[config.mk]
export PLATFORM = sky130hd
export DESIGN_NAME = pipe_hazard_ctrl
export DESIGN_NICKNAME = d
export VERILOG_FILES = /design/src/rtl/pipe_ctrl_pkg.sv /design/src/rtl/pipe_hazard_ctrl_hazard_detect.sv /design/src/rtl/pipe_hazard_ctrl.sv
export SDC_FILE = /design/constraint.sdc
export NUM_CORES = 1
export LEC_CHECK = 0
export BUFFER_PORTS_ARGS = -buffer_cell sky130_fd_sc_hd__clkbuf_2
export CELL_PAD_IN_SITES_DETAIL_PLACEMENT = 0
export CELL_PAD_IN_SITES_GLOBAL_PLACEMENT = 2
export CORE_ASPECT_RATIO = 1.5
export CORE_UTILIZATION = 30
export DETAILED_ROUTE_END_ITERATION = 16
export GPL_TIMING_DRIVEN = 0
export PLACE_DENSITY_LB_ADDON = 0.1
export SETUP_SLACK_MARGIN = 0.4
export SYNTH_ARGS = -nofsm -noshare
export SYNTH_HDL_FRONTEND = slang
export SYNTH_SLANG_ARGS = --single-unit
[constraint.sdc]
create_clock -name sysclk -period 4 [get_ports sysclk]
set_clock_uncertainty 0.1 [all_clocks]
set_input_delay 0.2 -clock sysclk [delete_from_list [all_inputs] [get_ports sysclk]]
set_output_delay 0.2 -clock sysclk [all_outputs]
set_load 0.1 [all_outputs]
[src/rtl/pipe_ctrl_pkg.sv]
// Shared types and constants for the pipeline sequencing controller.
// No logic: enum, PC-select encodings and default register-address width.
// No flow control; compile before every file that imports it.
package pipe_ctrl_pkg;

    localparam int REG_W_DFLT = 5;

    typedef enum logic [1:0] {
        RUN       = 2'd0,
        MEM_STALL = 2'd1,
        IRQ_TAKE  = 2'd2,
        IRQ_HOLD  = 2'd3
    } ctrl_state_t;

    localparam logic [1:0] PCSEL_SEQ = 2'd0;
    localparam logic [1:0] PCSEL_BR  = 2'd1;
    localparam logic [1:0] PCSEL_J   = 2'd2;
    localparam logic [1:0] PCSEL_EXC = 2'd3;

endpackage

[src/rtl/pipe_hazard_ctrl_hazard_detect.sv]
// Load-use hazard compare between the load in EX and the source registers in ID.
// Purely combinational, zero latency.
// No flow control; the result is consumed by the sequencer and the forwarding unit.
module hazard_detect
    import pipe_ctrl_pkg::*;
#(
    parameter int REG_W = REG_W_DFLT
)
(
    input  logic             ex_mem_read,
    input  logic [REG_W-1:0] ex_rt,
    input  logic [REG_W-1:0] id_rs,
    input  logic [REG_W-1:0] id_rt,
    input  logic             id_uses_rt,
    output logic             load_use
);

    // Register 0 is hard-wired, so a load targeting it never creates a dependency.
    assign load_use = ex_mem_read && (ex_rt != '0) &&
                      ((ex_rt == id_rs) || (id_uses_rt && (ex_rt == id_rt)));

endmodule

[src/rtl/pipe_hazard_ctrl.sv]
// Five-stage pipeline sequencer: advance/stall/flush/redirect, mem-wait freeze, IRQ entry.
// Control outputs are combinational (0 cycles); irq_ack and mem_timeout are registered (1 cycle).
// mem_wait freezes the whole pipe; PIPE_CTRL_PERF_EN adds stall/freeze/flush counters.
module pipe_hazard_ctrl
    import pipe_ctrl_pkg::*;
#(
    parameter int REG_W       = REG_W_DFLT,
    parameter int MEM_TIMEOUT = 255,
    parameter int TMO_W       = 8
)
(
    input  logic             sysclk,
    input  logic             reset,
    input  logic [REG_W-1:0] id_rs,
    input  logic [REG_W-1:0] id_rt,
    input  logic             id_uses_rt,
    input  logic             id_jump,
    input  logic             ex_mem_read,
    input  logic [REG_W-1:0] ex_rt,
    input  logic             ex_branch_taken,
    input  logic             irq_req,
    input  logic             irq_en,
    input  logic             mem_wait,
    output logic             pc_write,
    output logic [1:0]       pc_sel,
    output logic             if_id_write,
    output logic             if_flush,
    output logic             id_ex_flush,
    output logic             pipe_freeze,
    output logic             epc_write,
    output logic             irq_ack,
    output logic             mem_timeout
`ifdef PIPE_CTRL_PERF_EN
    ,
    output logic [31:0]      stall_cnt,
    output logic [31:0]      freeze_cnt,
    output logic [31:0]      flush_cnt
`endif
);

    localparam logic [TMO_W-1:0] TMO_MAX = TMO_W'(MEM_TIMEOUT);

    ctrl_state_t      state;
    ctrl_state_t      state_nxt;
    logic [TMO_W-1:0] wait_cnt;
    logic [TMO_W-1:0] wait_cnt_nxt;
    logic             tmo_set;
    logic             lu_stall;
    logic             load_use;
    logic             irq_go;

    hazard_detect #(.REG_W(REG_W)) u_hazard (
        .ex_mem_read (ex_mem_read),
        .ex_rt       (ex_rt),
        .id_rs       (id_rs),
        .id_rt       (id_rt),
        .id_uses_rt  (id_uses_rt),
        .load_use    (load_use)
    );

    // IRQ_HOLD masks the interrupt path until the request line drops.
    assign irq_go = irq_req && irq_en && (state == RUN);

    // Per-cycle sequencing decision; reset forces the flush-everything pattern.
    always_comb begin
        pc_write     = 1'b1;
        pc_sel       = PCSEL_SEQ;
        if_id_write  = 1'b1;
        if_flush     = 1'b0;
        id_ex_flush  = 1'b0;
        pipe_freeze  = 1'b0;
        epc_write    = 1'b0;
        state_nxt    = state;
        wait_cnt_nxt = wait_cnt;
        tmo_set      = 1'b0;
        lu_stall     = 1'b0;
        case (state)
            RUN, IRQ_HOLD: begin
                if (state == IRQ_HOLD && !irq_req) begin
                    state_nxt = RUN;
                end
                if (mem_wait) begin
                    pipe_freeze  = 1'b1;
                    pc_write     = 1'b0;
                    if_id_write  = 1'b0;
                    state_nxt    = MEM_STALL;
                    wait_cnt_nxt = TMO_W'(1);
                end else if (ex_branch_taken) begin
                    // A coincident IRQ is taken next cycle so EPC holds the branch target.
                    pc_sel      = PCSEL_BR;
                    if_flush    = 1'b1;
                    id_ex_flush = 1'b1;
                    if (irq_go) begin
                        state_nxt = IRQ_TAKE;
                    end
                end else if (irq_go) begin
                    state_nxt = IRQ_TAKE;
                end else if (load_use) begin
                    pc_write    = 1'b0;
                    if_id_write = 1'b0;
                    id_ex_flush = 1'b1;
                    lu_stall    = 1'b1;
                end else if (id_jump) begin
                    pc_sel   = PCSEL_J;
                    if_flush = 1'b1;
                end
            end
            MEM_STALL: begin
                // Release cycle advances unconditionally; hazards are looked at next cycle.
                if (mem_wait) begin
                    pipe_freeze = 1'b1;
                    pc_write    = 1'b0;
                    if_id_write = 1'b0;
                    if (wait_cnt >= TMO_MAX) begin
                        tmo_set      = 1'b1;
                        state_nxt    = RUN;
                        wait_cnt_nxt = '0;
                    end else begin
                        wait_cnt_nxt = wait_cnt + TMO_W'(1);
                    end
                end else begin
                    state_nxt    = RUN;
                    wait_cnt_nxt = '0;
                end
            end
            IRQ_TAKE: begin
                pc_sel      = PCSEL_EXC;
                if_flush    = 1'b1;
                id_ex_flush = 1'b1;
                epc_write   = 1'b1;
                state_nxt   = IRQ_HOLD;
            end
            default: begin
                state_nxt = RUN;
            end
        endcase
        if (!reset) begin
            pc_write    = 1'b0;
            pc_sel      = PCSEL_SEQ;
            if_id_write = 1'b0;
            if_flush    = 1'b1;
            id_ex_flush = 1'b1;
            pipe_freeze = 1'b0;
            epc_write   = 1'b0;
            lu_stall    = 1'b0;
        end
    end

    // FSM state, wait counter and the two registered status outputs.
    always_ff @(posedge sysclk or negedge reset) begin
        if (!reset) begin
            state       <= RUN;
            wait_cnt    <= '0;
            irq_ack     <= 1'b0;
            mem_timeout <= 1'b0;
        end else begin
            state    <= state_nxt;
            wait_cnt <= wait_cnt_nxt;
            irq_ack  <= (state == IRQ_TAKE);
            if (tmo_set) begin
                mem_timeout <= 1'b1;
            end
        end
    end

`ifdef PIPE_CTRL_PERF_EN
    // Free-running wrap-around event counters.
    always_ff @(posedge sysclk or negedge reset) begin
        if (!reset) begin
            stall_cnt  <= '0;
            freeze_cnt <= '0;
            flush_cnt  <= '0;
        end else begin
            if (lu_stall) begin
                stall_cnt <= stall_cnt + 32'd1;
            end
            if (state == MEM_STALL) begin
                freeze_cnt <= freeze_cnt + 32'd1;
            end
            if (if_flush) begin
                flush_cnt <= flush_cnt + 32'd1;
            end
        end
    end
`endif

endmodule
=== Yosys cells after proc, flatten, opt, wreduce, memory -nomap -nowiden ===
Index checks and enable logic that the tools add are counted.

* Add/subtract/negate cells: 1
* $mul: 0
* Div/mod/pow operators: 0
* Order comparisons: 1
* Equal/unequal tests: 8
* Shifts and indexed selects: 0
* Mux-type cells: 45
* Bitwise logic cells: 0
* Reductions and logical operators: 15

{| class="wikitable"
|+ Operators with widths
! operator !! number
|-
| 2-to-1 mux 1 bit || 25
|-
| 2-to-1 mux 8 bit || 3
|-
| 2-to-1 mux 2 bit || 11
|-
| one-hot mux 8 bit (2 select lines) || 1
|-
| == test 5 bit || 2
|-
| adder 8 x 1 -> 8 bit (second input constant) || 1
|-
| greater-or-equal comparator 8 bit (second input constant) || 1
|-
| logical AND 1 bit || 6
|-
| one-hot mux 1 bit (2 select lines) || 3
|-
| one-hot mux 2 bit (3 select lines) || 1
|-
| nonzero test 5 bit || 1
|-
| == test 2 bit (second input constant) || 2
|-
| inequality test 4 bit (second input constant) || 1
|-
| one-hot mux 2 bit (2 select lines) || 1
|-
| AND reduction 2 bit || 2
|-
| inequality test 3 bit (second input constant) || 1
|-
| OR reduction 3 bit || 1
|-
| == test 2 x 1 -> 1 bit (second input constant) || 1
|-
| zero test 2 bit || 1
|-
| inequality test 2 bit (second input constant) || 1
|-
| nonzero test 2 bit || 1
|-
| OR reduction 2 bit || 1
|-
| zero test 1 bit || 1
|-
| logical OR 1 bit || 1
|}

* Register bits after elaboration: 12
* Bits in latches: 0
* Memory bits (writable): 0
* Bits in read-only memories: 0
* Bits of input ports: 24
* Output and inout bits: 10
* Logic and storage cells: 74
* Memories kept: 0

=== Logic depth before layout (Yosys ltp) ===
Gate-level depths: netlist of run 1.

* Depth after elaboration: 10
* Mapped depth: 8
* Gate-level depth less buffers: 6

=== Cells and area by module ===
Synthesis of run 1 repeated with hierarchy kept, for this count alone.

* Cells, all modules: 103
* Area, all modules: 984.7 µm²

{| class="wikitable"
|+ By module, submodules not included
! module !! instances !! cells each !! area each (µm²)
|-
| pipe_hazard_ctrl || 1 || 86 || 852.1
|-
| hazard_detect || 1 || 17 || 132.6
|}

=== Worst setup path before layout of run 1 ===
No wires, ideal clock.

* Kind: reg2out
* Start point: register state[0]
* End point: output port pc_write
* Arrival time: 3.458 ns
* Data required time: 3.700 ns
* Setup slack: 0.242 ns
* Cell stages (with the launch flop): 9
* Buffers on the path: 2
* Path through: dfrtp_1 -> inv_1 -> ha_1 -> buf_4 -> nor2_1 -> a21oi_1 -> nor3b_1 -> a31oi_1 -> buf_4

* Longest elaborated chain between the ends: 7

{| class="wikitable"
|+ RTL lines
! item !! RTL line !! text
|-
| start: declaration || pipe_hazard_ctrl.sv:43 || <nowiki>ctrl_state_t state;</nowiki>
|-
| start signal: assignment || pipe_hazard_ctrl.sv:157 || <nowiki>state <= state_nxt;</nowiki>
|-
| zero test 2 bit || -- ||
|-
| logical AND 1 bit || pipe_hazard_ctrl.sv:62 || <nowiki>assign irq_go = irq_req && irq_en && (state == RUN);</nowiki>
|-
| 2-to-1 mux 1 bit (3 in a row) || -- ||
|-
| one-hot mux 1 bit (2 select lines) (*) || -- ||
|-
| 2-to-1 mux 1 bit (*) || -- ||
|-
| end: declaration || pipe_hazard_ctrl.sv:24 || <nowiki>output logic pc_write,</nowiki>
|}

Every way passes the cells marked *; elsewhere a longest branch is shown, timed or not.

=== Worst setup path after layout of run 1 ===
* Start point: register state[0]
* End point: output port pc_write

* Longest elaborated chain between the ends: 7

{| class="wikitable"
|+ RTL lines
! item !! RTL line !! text
|-
| zero test 2 bit || pipe_hazard_ctrl.sv:62, pipe_hazard_ctrl.sv:77 ||
|-
| logical AND 1 bit || pipe_hazard_ctrl.sv:62 ||
|-
| 2-to-1 mux 1 bit || pipe_hazard_ctrl.sv:96 || <nowiki>end else if (irq_go) begin</nowiki>
|-
| 2-to-1 mux 1 bit || pipe_hazard_ctrl.sv:88 || <nowiki>end else if (ex_branch_taken) begin</nowiki>
|-
| 2-to-1 mux 1 bit || pipe_hazard_ctrl.sv:82 || <nowiki>if (mem_wait) begin</nowiki>
|-
| one-hot mux 1 bit (2 select lines) (*) || pipe_hazard_ctrl.sv:77 || <nowiki>case (state)</nowiki>
|-
| 2-to-1 mux 1 bit (*) || pipe_hazard_ctrl.sv:137 || <nowiki>if (!reset) begin</nowiki>
|}

Marked as above.

==> results.cfg, run 1 <==
[min_path]
hold_path_class = in2reg

[power]
finalPower_uw = 794
peakVddDrop_mv = 0.387
leakage_uw = 0.000569
p_per_area_nw_per_um2 = 641

[die]
row_count = 24
chipHeight_um = 71.2
initial_utilization_pct = 32.2
coreArea_um2 = 2970
die_x_um = 48.2
io_pins = 34
dieArea_um2 = 3430

[yosys]
netlist_area_um2 = 958
synth_fp_nets = 138
syn_inst = 109
ys_types = 38
yosysSeqAreaShare_pct = 31.3
async_reset_ff_share_pct = 100
synth_edf_count = 0
synth_fa_ha_area_share_pct = 6.53
synthTopCellsByArea = dfrtp_1 31%, xnor2_1 14%, ha_1 6.5%, nand2_1 5.5%, mux2_1 3.5%
ys_ff_latch = 12
yosys.area_share.simple_pct = 21.7
synth_top_family_by_area = simple AND/OR/NAND/NOR gates
synth_xor_area_share_pct = 14.6
synth_compound_area_share_pct = 16.2
synth_top_area_share_pct = 31.3
syn_avg_cell_area_um2 = 8.79
netlist.top_cell.by_area = dfrtp_1
ys.flop_type = dfrtp_1
yosysWarnings = 0
synthMuxAreaShare_pct = 5.61

[sta]
setup_viol = 0
slew_violations = 0
worst_pin_slew_ns = 0.663
rsz0062_at_grt = false
hold_ws_ns = 0.216
finalSetupTns_ns = 0
slew_headroom_pct = 54.5
hold_viol_final = 0
fin_crit_ns = 2.87
period_share_pct = 71.7
max_freq_ghz = 0.349

[layout]
final_cell_mix = 32 x clkbuf_2, 15 x xnor2_1, 14 x nand2_1
final_common_cell = clkbuf_2
finalNetCount = 176
num_antenna_cells = 0
nFillCells = 304
stdcell_count = 185
final_layout_size_suffix_gt1_share_pct = 29.5
area_growth_pct = 29.2

[global_route]
antenna_found_initial = 0
gr-usage-met3_pct = 1.51
top_usage_layer = met2
grt.total_usage_pct = 13.6
grt_pass1_wl_um = 3390
use_met2_pct = 22.2
grt_pass1_vias = 809
grt-ovfl-total = 0
grt_max_degree = 21
met1_usage_pct = 16.5

[detailed_routing]
drtIter0Drc = 19
ant_nets = 0
num_vias = 886
viasPerCell = 4.79
first_pass_iters = 4
drt_wl_total_um = 2160
route.detailed.drc = 0
wire_per_inst_um = 11.7

[outcome]
status = completed

[critical_path]
crit_path_max_fanout = 7
worst-setup-path-type = reg2out
end_kind = output pin
cp_data_required_time_ns = 3.70
startpoint_type = register
crit_arrival_ns = 2.57

[clock_network]
ctsResizeCount = 0
postCtsSetupRepairBufs = 0
cts.sinks = 12
cts_tree = done
root_buffer = clkbuf_8
numCtsBuffers = 3
cts_buffer_depth = 2
clk_pin_slew_worst_paths_ns = 0.05
insertion_delay_ns = 0.24
htreeDepth = 1

[placed_design]
dp_cells = 180
numPortBuffers = 32
place_hpwl_um = 1730
gp_congestion = 0.695

[run]
max-cap-violations = 0
synth_stat cells (3+ instances only):
| cell type | n |
|---|---|
| dfrtp_1 | 12 |
| ha_1 | 5 |
| inv_1 | 4 |
| mux2_1 | 3 |
| nand2_1 | 14 |
| nand3_1 | 5 |
| nor2_1 | 8 |
| nor3_1 | 3 |
| o21ai_1 | 5 |
| xnor2_1 | 15 |
layer usage:
| layer | share of wire [%] | vias up |
|---|---|---|
| met3 | 3.0 | 4 |
| met2 | 50 | 21 |
| met4 | 2.4 | 0 |
| met5 | 0 | - |
| li1 | - | 458 |
| met1 | 45 | 403 |
final timing paths:
kind,to,slack (ns),startpoint,cells past startpoint
max,pc_write,1.13,state[0]$_DFFE_PN0P_,9
min,mem_timeout$_DFFE_PN0P_,0.22,mem_wait,2
max reg2reg,wait_cnt[7]$_DFFE_PN0P_,1.92,state[0]$_DFFE_PN0P_,7
min reg2reg,mem_timeout$_DFFE_PN0P_,0.38,mem_timeout$_DFFE_PN0P_,1
max in group asynchronous,wait_cnt[4]$_DFFE_PN0P_,3.13,reset,2
min in group asynchronous,irq_ack$_DFF_PN0_,0.34,reset,2
stage by stage:
step / cell area, um^2 / utilization, % / setup slack (ns)
floorplan: 965 / - / 0.804
global route: 1240 / 41.7 / 0.940
global placement: 1170 / 39.5 / 1.40
CTS: 1240 / 41.7 / 1.12
detailed placement: 1170 / 39.5 / 1.39
finish: 1240 / 41.7 / 1.13
layout make-up:
cell class	count	area (um^2)	share of cell area (%)
buffer	4	23.8	1.92
sequential	12	300	24.2
clock buffer	4	55.1	4.44
inverter	4	15.0	1.21
tap	39	48.8	3.94
multi-input combinational	89	626	50.5
timing repair buffer	33	170	13.7
kinds of logic after synthesis:
group,after synthesis
AO/OA/AOI/OAI,21
XOR/XNOR,16
adder cells (fa/ha/maj),5
buffers and inverters,8
flip-flops,12
multiplexers,5
AND/OR/NAND/NOR,42
registers in the layout, summed over array words and instances, names as in the netlist:
register	count
wait_cnt	8
irq_ack	1
mem_timeout	1
state	2
report_power, final:
part	internal (uW)	leakage, uW	switching, uW
Combinational	148	0.000378	343
Clock	87.1	0.0000288	46.9
Sequential	146	0.000162	22.8
Total	381	0.000569	413
timing repair:
item                                    CTS  global route
hold buffers                              1             0
endpoints found under the setup margin    0             0
hold endpoints to repair                 12             0
critical path, stage by stage (launching register included):
cell and delay (ns):
dfrtp_1 0.38, inv_1 0.08, ha_1 0.29, buf_4 0.16, nor2_1 0.25, a21oi_1 0.21
nor3b_1 0.19, a31oi_2 0.20, buf_4 0.13, clkbuf_2 0.44
Note: power is estimated with default switching activity, not from simulation.
==> run 2, diff against run 1 <==
Settings changed: CORE_UTILIZATION 30 to 25.
Clock period 4 ns to 2.45 ns, I/O delays scaled along.
==> run 2 against run 1 <==
Net effect:
- register-to-register slack worse by 1.5 ns
- final area up 28%
- clock power up 61%
- non-clock buffer count up 8
- critical path depth down 1
- sequential share of layout area down 5.3 points
- die area up 19%
- total power up 110%
- sequential power up 64%
- via count up 6.2%
- hold slack better by 0.0083 ns
- sequential cell count unchanged
- critical path type unchanged
- largest cell class unchanged
- highest routed layer unchanged
==> results.cfg, run 2 (synthesis gave the netlist of run 1 again) <==
[detailed_routing]
viasPerCell = 4.78
ant_nets = 0
route.detailed.drc = 0
first_pass_iters = 3
drtIter0Drc = 6
wire_per_inst_um = 13.2
num_vias = 941
drt_wl_total_um = 2610

[min_path]
hold_path_class = in2reg

[critical_path]
crit_path_max_fanout = 4
startpoint_type = register
end_kind = output pin
crit_arrival_ns = 2.08
worst-setup-path-type = reg2out
cp_data_required_time_ns = 2.23

[sta]
hold_ws_ns = 0.225
period_share_pct = 94.0
worst_pin_slew_ns = 0.773
slew_headroom_pct = 48.5
slew_violations = 0
rsz0062_at_grt = true
max_freq_ghz = 0.434
hold_viol_final = 0
setup_viol = 0
finalSetupTns_ns = 0
fin_crit_ns = 2.30

[placed_design]
gp_congestion = 0.736
numPortBuffers = 32
place_hpwl_um = 2000
dpl_cell_area_um2 = 1260
dp_cells = 184

[die]
chipHeight_um = 77.8
row_count = 27
initial_utilization_pct = 26.0
io_pins = 34
dieArea_um2 = 4090
coreArea_um2 = 3680
die_x_um = 52.6

[global_route]
grt-ovfl-total = 0
grt_pass1_wl_um = 4580
grt.total_usage_pct = 14.9
grt_pass1_vias = 1007
antenna_found_initial = 0
grt_max_degree = 13

[power]
power.switching_uw = 784
peakVddDrop_mv = 0.615
p_per_area_nw_per_um2 = 1070
leakage_uw = 0.000683
p_comb_share_pct = 70.9
power.internal_uw = 914
p_clk_share_pct = 12.7
p_sw_share_pct = 46.2
seq_power_share_pct = 16.4

[layout]
final_common_cell = clkbuf_2
nFillCells = 380
stdcell_area_um2 = 1580
max_flop_register = wait_cnt
largest_reg_flops = 8
area_growth_pct = 65.3
final_cell_mix = 25 x clkbuf_2, 15 x xnor2_1, 14 x nand2_1
multiInputGateArea_um2 = 772
num_antenna_cells = 0
stdcell_count = 197
finalNetCount = 184
regArea_um2 = 300
reg_top3 = wait_cnt (8), state (2)
final_layout_size_suffix_gt1_share_pct = 47.4

[run]
max-cap-violations = 0

[clock_network]
root_buffer = clkbuf_8
cts.sinks = 12
cts_tree = done
htreeDepth = 1
clk_pin_slew_worst_paths_ns = 0.05
insertion_delay_ns = 0.24
cts_buffer_depth = 2
numCtsBuffers = 3

[outcome]
status = completed
run 2: path summary, 6_finish.rpt:
| path | from | end | slack, ns | cells past startpoint |
|---|---|---|---|---|
| max | state[0]$_DFFE_PN0P_ | if_flush | 0.15 | 8 |
| min | mem_wait | mem_timeout$_DFFE_PN0P_ | 0.22 | 2 |
| max reg2reg | state[0]$_DFFE_PN0P_ | wait_cnt[7]$_DFFE_PN0P_ | 0.45 | 8 |
| min reg2reg | mem_timeout$_DFFE_PN0P_ | mem_timeout$_DFFE_PN0P_ | 0.37 | 1 |
| max in group asynchronous | reset | state[1]$_DFFE_PN0P_ | 1.35 | 2 |
| min in group asynchronous | reset | wait_cnt[0]$_DFFE_PN0P_ | 0.51 | 2 |
run 2: layout make-up:
type / count / area share [%]
multi-input combinational: 89 / 48.7
inverter: 4 / 0.948
clock buffer: 4 / 3.48
sequential: 12 / 19.0
timing repair buffer: 41 / 21.3
buffer: 4 / 3.16
tap: 43 / 3.40
run 2: timing repair:
| action | 4_1_cts | 5_1_grt |
|---|---|---|
| hold buffers | 1 | 0 |
| endpoints found under the setup margin | 7 | 16 |
| setup buffers | 7 | 1 |
| pin swaps | 6 | 3 |
| resized for setup | 32 | 8 |
| endpoints found under the hold margin | 12 | 0 |
run 2: critical path, cell delays in order (launching register included):
cell and delay [ns]:
dfrtp_1 0.41, inv_2 0.09, ha_4 0.19, buf_6 0.12, nor2_4 0.14, and3_4 0.20, and3b_2 0.22, a221oi_4 0.21
clkbuf_16 0.25
run 2: power groups by stage:
stage | Clock (uW) | Sequential [uW] | Combinational, uW
after global routing | 232 | 284 | 1290
final | 216 | 278 | 1200
after floorplan | 0 | 304 | 720
after global placement | 0 | 279 | 896
after detailed placement | 0 | 282 | 900
after CTS | 225 | 277 | 1170
run 2: metal layers:
| layer | wire, um | global-route usage [%] |
|---|---|---|
| met4 | 50 | 6.32 |
| met2 | 1470 | 27.6 |
| met5 | 0 | 0 |
| met3 | 74 | 1.18 |
| met1 | 1020 | 16.2 |
run 2: through the flow:
stage | worst slack, ns | util [%] | power, uW
final | 0.146 | 43.0 | 1700
after global routing | 0.0443 | 43.0 | 1810
after CTS | 0.131 | 42.0 | 1670
after detailed placement | 0.0254 | 34.2 | 1180
after global placement | 0.0333 | 34.2 | 1170
after floorplan | 0.0724 | - | 1020
